File: src/rtl/mem_wb_stage.sv
// mem_wb_stage -- MEM/WB pipeline register and writeback stage (RV32I core).
//
// Captures the memory-stage result each cycle, extracts and sign/zero-extends
// load data from the registered data word, selects the writeback value and
// drives the register-file write port. WD/A3/wb_* are pure functions of the
// registered state; hold only gates RFWr combinationally.
//
// Optional feature: define WB_INSTRET_EN to build a 64-bit retired-instruction
// counter on instret; otherwise instret is tied to zero.
//
// Ports:
//   clk, rst           core clock; synchronous active-low reset
//   m_valid .. m_dmem_rdata   MEM-stage instruction fields
//   flush              kill the instruction entering WB (wins over hold)
//   hold               freeze WB and suppress the write
//   RFWr, A3, WD       register file write port
//   wb_valid, wb_pc    status of the instruction in WB
//   instret            retired-instruction count
module mem_wb_stage #(
  parameter int XLEN = 32
) (
  input  logic            clk,
  input  logic            rst,
  input  logic            m_valid,
  input  logic            m_regwrite,
  input  logic [4:0]      m_rd,
  input  logic [1:0]      m_wdsel,
  input  logic [2:0]      m_ldtype,
  input  logic [XLEN-1:0] m_alu_res,
  input  logic [XLEN-1:0] m_pc,
  input  logic [XLEN-1:0] m_dmem_rdata,
  input  logic            flush,
  input  logic            hold,
  output logic            RFWr,
  output logic [4:0]      A3,
  output logic [XLEN-1:0] WD,
  output logic            wb_valid,
  output logic [XLEN-1:0] wb_pc,
  output logic [63:0]     instret
);

  logic            valid_reg;
  logic            regwrite_reg;
  logic [4:0]      rd_reg;
  logic [1:0]      wdsel_reg;
  logic [2:0]      ldtype_reg;
  logic [1:0]      addr_lo_reg;
  logic [XLEN-1:0] alu_res_reg;
  logic [XLEN-1:0] pc_reg;
  logic [XLEN-1:0] rdata_reg;

  // Priority: reset, flush, hold, load. Flush only needs to clear valid;
  // the remaining fields are don't-care once the slot is empty.
  always_ff @(posedge clk) begin
    if (!rst) begin
      valid_reg    <= 1'b0;
      regwrite_reg <= 1'b0;
      rd_reg       <= '0;
      wdsel_reg    <= '0;
      ldtype_reg   <= '0;
      addr_lo_reg  <= '0;
      alu_res_reg  <= '0;
      pc_reg       <= '0;
      rdata_reg    <= '0;
    end else if (flush) begin
      valid_reg    <= 1'b0;
    end else if (!hold) begin
      valid_reg    <= m_valid;
      regwrite_reg <= m_regwrite;
      rd_reg       <= m_rd;
      wdsel_reg    <= m_wdsel;
      ldtype_reg   <= m_ldtype;
      addr_lo_reg  <= m_alu_res[1:0];
      alu_res_reg  <= m_alu_res;
      pc_reg       <= m_pc;
      rdata_reg    <= m_dmem_rdata;
    end
  end

  // Byte lanes of the registered data word.
  logic [7:0] byte_lane [4];
  genvar gi;
  generate
    for (gi = 0; gi < 4; gi++) begin : g_lane
      assign byte_lane[gi] = rdata_reg[8*gi +: 8];
    end
  endgenerate

  logic [7:0]      sel_byte;
  logic [15:0]     sel_half;
  logic [XLEN-1:0] load_data;
  logic [XLEN-1:0] pc_plus4;

  // Halfword lane uses addr_lo[1] only; misaligned addr_lo[0] is ignored.
  assign sel_byte = byte_lane[addr_lo_reg];
  assign sel_half = addr_lo_reg[1] ? rdata_reg[31:16] : rdata_reg[15:0];
  assign pc_plus4 = pc_reg + XLEN'(4);

  always_comb begin
    load_data = rdata_reg;
    case (ldtype_reg)
      3'b000:  load_data = {{(XLEN-8){sel_byte[7]}}, sel_byte};
      3'b001:  load_data = {{(XLEN-16){sel_half[15]}}, sel_half};
      3'b100:  load_data = {{(XLEN-8){1'b0}}, sel_byte};
      3'b101:  load_data = {{(XLEN-16){1'b0}}, sel_half};
      default: load_data = rdata_reg;  // lw and undefined encodings
    endcase
  end

  always_comb begin
    WD = alu_res_reg;
    case (wdsel_reg)
      2'b01:   WD = load_data;
      2'b10:   WD = pc_plus4;
      default: WD = alu_res_reg;
    endcase
  end

  // An instruction commits in its first WB cycle with hold low; the register
  // file writes on the following edge.
  assign RFWr     = valid_reg & regwrite_reg & (rd_reg != 5'd0) & ~hold;
  assign A3       = rd_reg;
  assign wb_valid = valid_reg;
  assign wb_pc    = pc_reg;

`ifdef WB_INSTRET_EN
  logic [63:0] instret_reg;

  // Counts every retirement regardless of regwrite/rd; flush does not clear it.
  always_ff @(posedge clk) begin
    if (!rst) begin
      instret_reg <= '0;
    end else if (valid_reg && !hold) begin
      instret_reg <= instret_reg + 64'd1;
    end
  end

  assign instret = instret_reg;
`else
  assign instret = 64'd0;
`endif

endmodule

File: config.mk
export PLATFORM = sky130hd
export DESIGN_NAME = mem_wb_stage
export DESIGN_NICKNAME = d
export VERILOG_FILES = /design/src/rtl/mem_wb_stage.sv
export SDC_FILE = /design/constraint.sdc
export NUM_CORES = 1
export LEC_CHECK = 0
export CORE_ASPECT_RATIO = 1.5
export CORE_UTILIZATION = 40
export DETAILED_ROUTE_END_ITERATION = 12
export PLACE_DENSITY = 0.78
export SLEW_MARGIN = 20
export SYNTH_ARGS = -nofsm -noshare
export SYNTH_HDL_FRONTEND = slang
export SYNTH_SLANG_ARGS = --single-unit
export TNS_END_PERCENT = 1
File: constraint.sdc
create_clock -name clk -period 1.8 [get_ports clk]
set_input_delay 0.18 -clock clk [delete_from_list [all_inputs] [get_ports clk]]
set_output_delay 0.18 -clock clk [all_outputs]
set_load 0.01 [all_outputs]
# [Yosys cells after proc, flatten, opt, wreduce, memory -nomap -nowiden]
# Index checks and enable logic that the tools add are counted.
# Widths: inputs -> output; s select.
[classes] n_addsub=1 n_lt_le_gt_ge=1 eq_ne=5 muxes=6 bitwise_logic=7 n_reduce_logical=4
[op_table] operator="$pmux 32 s4" count=1
[op_table] operator="$pmux 32 s2" count=1
[op_table] operator="$add 32x3->32 const B" count=1
[op_table] operator="$bmux 8 s2" count=1
[op_table] operator="$mux 16" count=1
[op_table] operator="$mux 8" count=2
[op_table] operator="$eq 3x3->1 const B" count=2
[op_table] operator="$reduce_bool 5->1" count=1
[op_table] operator="$and 1x1->1" count=3
[op_table] operator="$eq 3x1->1 const B" count=1
[op_table] operator="$ge 3x3->1 const B" count=1
[op_table] operator="$logic_not 3->1" count=1
[op_table] operator="$not 1->1" count=3
[op_table] operator="$not 2->3" count=1
[op_table] operator="$eq 2x1->1 const B" count=1
[op_table] operator="$eq 2x2->1 const B" count=1
[op_table] operator="$reduce_and 2->1" count=1
[op_table] operator="$reduce_or 2->1" count=1
[word_totals] reg_bits=110 inputBits=112 output_inout_bits=135 elab_cells=33

# [Longest topological paths before layout]
# Gate-level depths: netlist (run 1).
[logic_depth] ltp_word=6 depth_mapped=8 depth_no_buf=7

# [Least setup slack after synthesis (run 1)]
# Ideal clock, no wire load.
[synth_path] path_kind="flip-flop to output port" startpoint="register pc_reg[4], in the netlist wb_pc[4]" endpoint="output port WD[21]" t_arrival_ns=1.799 t_required_ns=1.620 path_slack_ns=-0.179 stages_incl_launch_ff=6 path_buffers=0 cell_sequence="dfxtp_1 -> nand4_4 -> nor4_4 -> nand2_2 -> or3_1 -> a41oi_2"
[synth_via] elab_chain_len=2
[synth_lines] item="start, declared" line_no="49" rtl="logic [XLEN-1:0] pc_reg;"
[synth_lines] item="start signal, assigned" line_no="75" rtl="pc_reg <= m_pc;"
[synth_lines] item="$add 32x3->32" line_no="97" rtl="assign pc_plus4 = pc_reg + XLEN'(4);"
[synth_lines] item="$pmux 32 s2" line_no="112" rtl="case (wdsel_reg)"
[synth_lines] item="end, declared" line_no="36" rtl="output logic [XLEN-1:0] WD,"
# Every way passes these cells.

# [Final worst setup path (run 1)]
[layout_path] startpoint="register pc_reg[11], in the netlist wb_pc[11]" endpoint="output port WD[24]"
# The elaborated chain is that of the path after synthesis.

==> results.md, run 1 <==
- Clock sinks: 108
- FILL cells: 1231
- Worst vdd ir: 0.527 mV
- Die Y: 153 um
- Clock Latency Late Sink: 0.35 ns
- Period utilization: 127%
- Initial antenna violation count: 3
- # Max-Cap Violations: 0
- Detailed Routing Iterations Pass 1: 5
- Finished Cell Area: 9200 sq um
- Worst hold path depth: 2
- Synth top area share: 35.7%
- Reg2Reg Depth: 4
- Crit-path slowest cell: or4_4
- Post-DP HPWL: 15600 um
- Starting density of the core: 41.3%
- Family with the most delay on the worst path: simple AND/OR/NAND/NOR gates
- CTS buffer count: 9
- Sw Ratio: 27.9%
- Cells traversed along the worst timing path: nand4_4 -> or4_4 -> o21a_1 -> o21ai_1 -> a31oi_1 -> buf_2
- Failing checks: setup timing
- # IOs: 247
- Vias per cell: 5.15
- Setup_tns: -12.21 ns
- Hold endpoint: wb_pc[5]
- Power Dens Cells: 640 nW/um^2
- Longest Clk Path Bufs: 2
- Largest net degree at the start of global routing: 74
- Post-synth EDFFs: 0
- Storage element area: 2190 sq um
- Grt total ovfl: 0
- CP bufs+invs: 1
- Crit. path cell count: 6
- Reg2reg start: wb_pc[2]
- Post-synth cell types: 48
- Clk pwr share: 34.0%
- Core area: 14700 sq um
- Deepest level of the CTS H-tree: 3
- CTS tree: yes
- R2r endpoint: wb_pc[2]
- P_int: 0.00424 W
- Cell Area, Synth: 6060 sq um
- WL per Instance: 16.8 um
- WP data required: 1.62 ns
- CP Launch Type: register
- Buffers on Ports: 182
- Ys flop type: dfxtp_1
- Vias in the first global route: 6167
- Max FO, Critical Path: 5
- CTS clk-pin slew, worst paths: 0.07 ns
- Dpl cell area: 8640 sq um
- Root Driver: clkbuf_16
- Ys Warns: 0
- Async set-reset flop share out of synthesis: 0%
- Post-route DRC: 0
- Share of layout cells above drive strength 1: 22.7%
- Area leader, netlist: dfxtp_1
- Post-Route WL: 21000 um
- Max-slew violation count: 0
- Area occupied by multi-input gates: 3760 sq um
- Combinational Power Share: 22.0%
- Endpoints failing setup: 33
- Critical Path AT: 2.11 ns
- RSZ-0062 raised after global routing: true
- Die ar.: 15700 sq um
- Worst Skew: 0 ns
- Fin util: 62.7%
- Status: finished with violations
- Fmax: 437 MHz
- Leakage power: 3.55 nW
- Placer Congestion: 0.932
- Synth Area per Inst: 7.68 sq um
- Worst path max stage delay: 0.63 ns
- Hold Crit Class: in2reg
- FF-to-FF setup slack: 0.85 ns
- Total power: 0.00589 W
- NetSw: 0.00164 W
- Post-layout minimum cycle time: 2.29 ns
- Top cells by area, synth: dfxtp_1 36%, nand2_1 15%, a21boi_0 13%, buf_4 7.9%, o221ai_1 3.2%
- Post-Syn Instances: 789
- Final nets: 1160
- Final WS setup: -0.489 ns
- Global Route Usage Sum: 26.8%
- Hold Startpoint: rst
- # rows: 54
- Synthesized flop and latch total: 108
- Worst setup EP type: primary output
- Final ANT Viol Nets: 0
- Routed vias: 6433
- Final Hold Fails: 0
- 1st-iter DRT viols: 322
- Critical Setup Path Class: reg2out
- Synthesis-to-layout area growth: 51.7%
- Seq pwr share: 44.0%
- Seq/Total Area, Yosys: 35.7%
- First-pass GRT wire length: 32100 um
- Die width: 103 um
synth_stat cells (3+ instances only):
library cell	number
nand2_1	248
a21boi_0	108
dfxtp_1	108
buf_4	64
clkbuf_1	46
o21ai_0	30
o221ai_1	22
nor2_1	17
xor2_1	14
nand3_1	12
xnor2_1	12
inv_1	10
a21oi_1	9
mux2_2	9
nand4_1	8
a22oi_1	7
o211ai_1	7
o21a_1	7
and3_1	4
ha_1	4
nor3_1	4
nor4_1	4
and2_1	3
mux2i_1	3
nand2b_1	3
worst max path at each step:
stage | startpoint | end | slack (ns)
after floorplan | wb_pc[2] | WD[18] | -0.09
after global placement | wdsel_reg[0] | WD[8] | -0.60
after detailed placement | wdsel_reg[0] | WD[8] | -0.60
after CTS | wb_pc[8] | WD[24] | -0.46
after global routing | wdsel_reg[1] | WD[25] | -0.56
final | wb_pc[11] | WD[24] | -0.49
logic make-up (layout without fill, tap and decap cells):
group	count (synthesis)	after routing	synth area share (%)
buffers and inverters	124	321	11.7
other	1	67	0.0619
XOR/XNOR	26	26	3.76
multiplexers	12	12	2.17
flip-flops	108	108	35.7
AO/OA/AOI/OAI	197	197	23.5
adder cells (fa/ha/maj)	4	4	0.826
AND/OR/NAND/NOR	317	317	22.3
power by group through the flow:
| stage | Clock (W) | Combinational [W] | Sequential (W) |
|---|---|---|---|
| after CTS | 0.00201 | 0.00127 | 0.00259 |
| after global routing | 0.00210 | 0.00140 | 0.00260 |
| after detailed placement | 0 | 0.00124 | 0.00263 |
| after global placement | 0 | 0.00123 | 0.00263 |
| final | 0.00200 | 0.00129 | 0.00259 |
| after floorplan | 0 | 0.000590 | 0.00265 |
area by class of cell:
cell class              count  share of cell area [%]
multi-input cells         620                    40.9
well taps                 196                    2.67
clock buffers               9                    2.45
inverters                  11                   0.531
repair buffers            294                    28.9
flip-flops and latches    108                    23.8
clock inverters             7                   0.735
diodes                      3                  0.0816
layout by cell type, fill, tap and decap left out, drive strengths merged, types with 9 or more instances in the layout:
cell type and instances:
a21boi 108, a21oi 9, buf 138, clkbuf 10, clkdlybuf4s50 148, conb 64, dfxtp 108, inv 10
mux2 9, nand2 249, nand3 12, nand4 10, nor2 17, o21ai 30, o221ai 22, xnor2 12
xor2 14
per-layer routing:
metal,GRT usage (%),vias up,routed length [um]
met5,0,-,0
met4,15.9,0,1010
met3,4.59,56,1490
met2,45.5,340,10700
met1,30.7,2980,7820
li1,-,3057,-
metrics by stage:
step / hold WS, ns / std cells / setup slack (ns)
finish: 0.143 / 1248 / -0.489
CTS: 0.144 / 1244 / -0.457
floorplan: 0.256 / 852 / -0.0927
global placement: 0.451 / 1228 / -0.597
global route: 0.146 / 1248 / -0.557
detailed placement: 0.458 / 1228 / -0.599
repair_timing:
item	in CTS	in global routing
gates resized for setup	194	19
setup endpoints to repair	33	33
buffers inserted	1	1
hold buffers	0	0
pin swaps	34	16
Power figures use the tool's default switching activity.
==> run 2, diff against run 1 <==
--- a/config.mk
+++ b/config.mk
@@ -8,6 +8,7 @@
 export CORE_ASPECT_RATIO = 1.5
 export CORE_UTILIZATION = 40
 export DETAILED_ROUTE_END_ITERATION = 12
+export GPL_TIMING_DRIVEN = 0
 export PLACE_DENSITY = 0.78
 export SLEW_MARGIN = 20
 export SYNTH_ARGS = -nofsm -noshare
==> run 2 against run 1 <==
Net effect:
- the run still ends with setup timing left
- cell area is 0.56% higher
- first-iteration DRC count is 19% lower
- die area stayed put
- clock-buffer cell count is 1 higher
- clock skew stayed put
- critical path depth is 3 higher
- fmax is 5.1% lower
- sequential power hardly changed
- non-clock buffer count is 14 higher
- flip-flop and latch count stayed put
- global-route usage is 0.24 points lower
==> results.md, run 2 (synthesized netlist as in run 1, its figures left out) <==
- First-pass GRT wire length: 31600 um
- Vias per cell: 5.03
- Worst setup EP type: primary output
- Slew Limit Headroom: 52.3%
- Root Driver: clkbuf_16
- Buffers on Ports: 181
- Status: finished with violations
- Worst path max stage delay: 0.35 ns
- Placer Congestion: 0.955
- Most frequent cells in the layout: 245 x nand2_1, 148 x clkdlybuf4s50_1, 107 x a21boi_0
- CTS Hold Bufs: 0
- WP data required: 1.62 ns
- Final Hold Fails: 0
- Longest Clk Path Bufs: 2
- # Max-Cap Violations: 0
- Fmax: 415 MHz
- # IOs: 247
- Seq pwr share: 42.1%
- Worst Tran Pin Value: 0.716 ns
- CTS buffer count: 9
- Worst vdd ir: 0.433 mV
- Leakage power: 3.53 nW
- Die width: 103 um
- Share of layout cells above drive strength 1: 22.6%
- Crit-path slowest cell: dfxtp_2
- 1st-iter DRT viols: 260
- # rows: 54
- Routed vias: 6332
- Grt total ovfl: 0
- Largest net degree at the start of global routing: 19
- Reg2reg start: ldtype_reg[0]
- Worst hold path depth: 3
- Die Y: 153 um
- Critical Setup Path Class: reg2out
- Clk pwr share: 37.5%
- Synthesis-to-layout area growth: 52.6%
- Global Route Usage Sum: 26.6%
- Hold Crit Class: in2reg
- Clock Latency Late Sink: 0.36 ns
- Power Dens Cells: 672 nW/um^2
- Final ANT Viol Nets: 0
- Final WS setup: -0.612 ns
- P_int: 0.00453 W
- Max FO, Critical Path: 10
- CP Launch Type: register
- CTS tree: yes
- CTS clk-pin slew, worst paths: 0.07 ns
- Finished Cell Area: 9250 sq um
- Failing checks: setup timing
- Post-Route WL: 20900 um
- Post-layout minimum cycle time: 2.41 ns
- CP bufs+invs: 3
- Crit path launch: wdsel_reg[1]
- Post-DP HPWL: 16000 um
- Detailed Routing Iterations Pass 1: 5
- Starting density of the core: 41.3%
- Post-route DRC: 0
- Hold Startpoint: m_pc[12]
- Period utilization: 134%
- Pre-CTS setup slack: -1.16 ns
- RSZ-0062 raised after global routing: true
- Dpl cell area: 8380 sq um
- Family with the most delay on the worst path: compound AO/OA/AOI/OAI gates
- Reg2Reg Depth: 3
- Vias in the first global route: 6003
- Die ar.: 15700 sq um
- WL per Instance: 16.6 um
- Setup_tns: -13.77 ns
- WHS: 0.370 ns
- Clock sinks: 108
- Cells traversed along the worst timing path: inv_1 -> ha_2 -> nand2b_1 -> nor3_2 -> a211o_4 -> clkbuf_8 -> o21ai_0 -> a31oi_1 -> buf_2
- Max-slew violation count: 0
- Initial antenna violation count: 2
- Leading cell type in the layout, fill and taps excluded: nand2_1
- Endpoints failing setup: 33
- Final nets: 1174
- Crit. path cell count: 9
- Sw Ratio: 27.1%
- Combinational Power Share: 20.4%
- Worst Skew: 0 ns
- Core area: 14700 sq um
- Critical Path AT: 2.23 ns
- Deepest level of the CTS H-tree: 3
- NetSw: 0.00168 W
## run 2: cell types whose count changed in the layout (fill, tap and decap cells not counted), sizes merged
cell and delta:
buf -30, bufinv +2, clkbuf +42, clkinv -5, diode -2, dlygate4sd2 +3, inv +2
## run 2: path summary, 6_finish.rpt
kind,endpoint,slack (ns)
setup / recovery,WD[24],-0.61
hold / removal,wb_pc[12],0.37
setup reg to reg,ldtype_reg[0],0.82
hold reg to reg,alu_res_reg[6],0.47
## run 2: worst min-delay path, delay by kind of cell
kind | cells | cell delay [ns]
buffers and inverters | 1 | 0.39
and+or+nand+nor | 1 | 0.05
AOI/OAI and AO/OA | 1 | 0.06
## run 2: metal layers
| layer | vias to the layer above | routed length, um | GRT usage (%) |
|---|---|---|---|
| met3 | 49 | 1480 | 4.08 |
| li1 | 3093 | - | - |
| met1 | 2884 | 7770 | 30.1 |
| met4 | 0 | 890 | 12.7 |
| met2 | 306 | 10800 | 47.1 |
| met5 | - | 0 | 0 |
## run 2: final cells by class
type	count	area (sq um)
Multi-Input combinational cell	620	3820
Sequential cell	108	2220
Timing Repair Buffer	198	1840
Fill cell	1246	5410
Clock buffer	10	229
Inverter	11	48.8
Antenna cell	1	2.50
Clock inverter	6	119
Tap cell	196	245
Buffer	110	718
## run 2: power groups by stage
stage	Sequential, W	Clock (W)	Combinational, W
6_report	0.00262	0.00233	0.00127
5_1_grt	0.00263	0.00244	0.00137
4_1_cts	0.00261	0.00235	0.00124
3_5_place_dp	0.00268	0	0.00118
3_3_place_gp	0.00267	0	0.00117
2_1_floorplan	0.00265	0	0.000590
## run 2: through the flow
stage                     cells  utilization (%)  power, W
final                      1260             63.1   0.00621
after global routing       1260             63.1   0.00644
after CTS                  1259             62.5   0.00620
after detailed placement   1229             57.1   0.00385
after global placement     1229             57.1   0.00384
after floorplan             852                -   0.00324
## run 2: repair_timing
action / 4_1_cts / 5_1_grt
pin swaps: 33 / 12
buffers inserted: 17 / 0
resized for setup: 246 / 25
setup endpoints to repair: 140 / 54
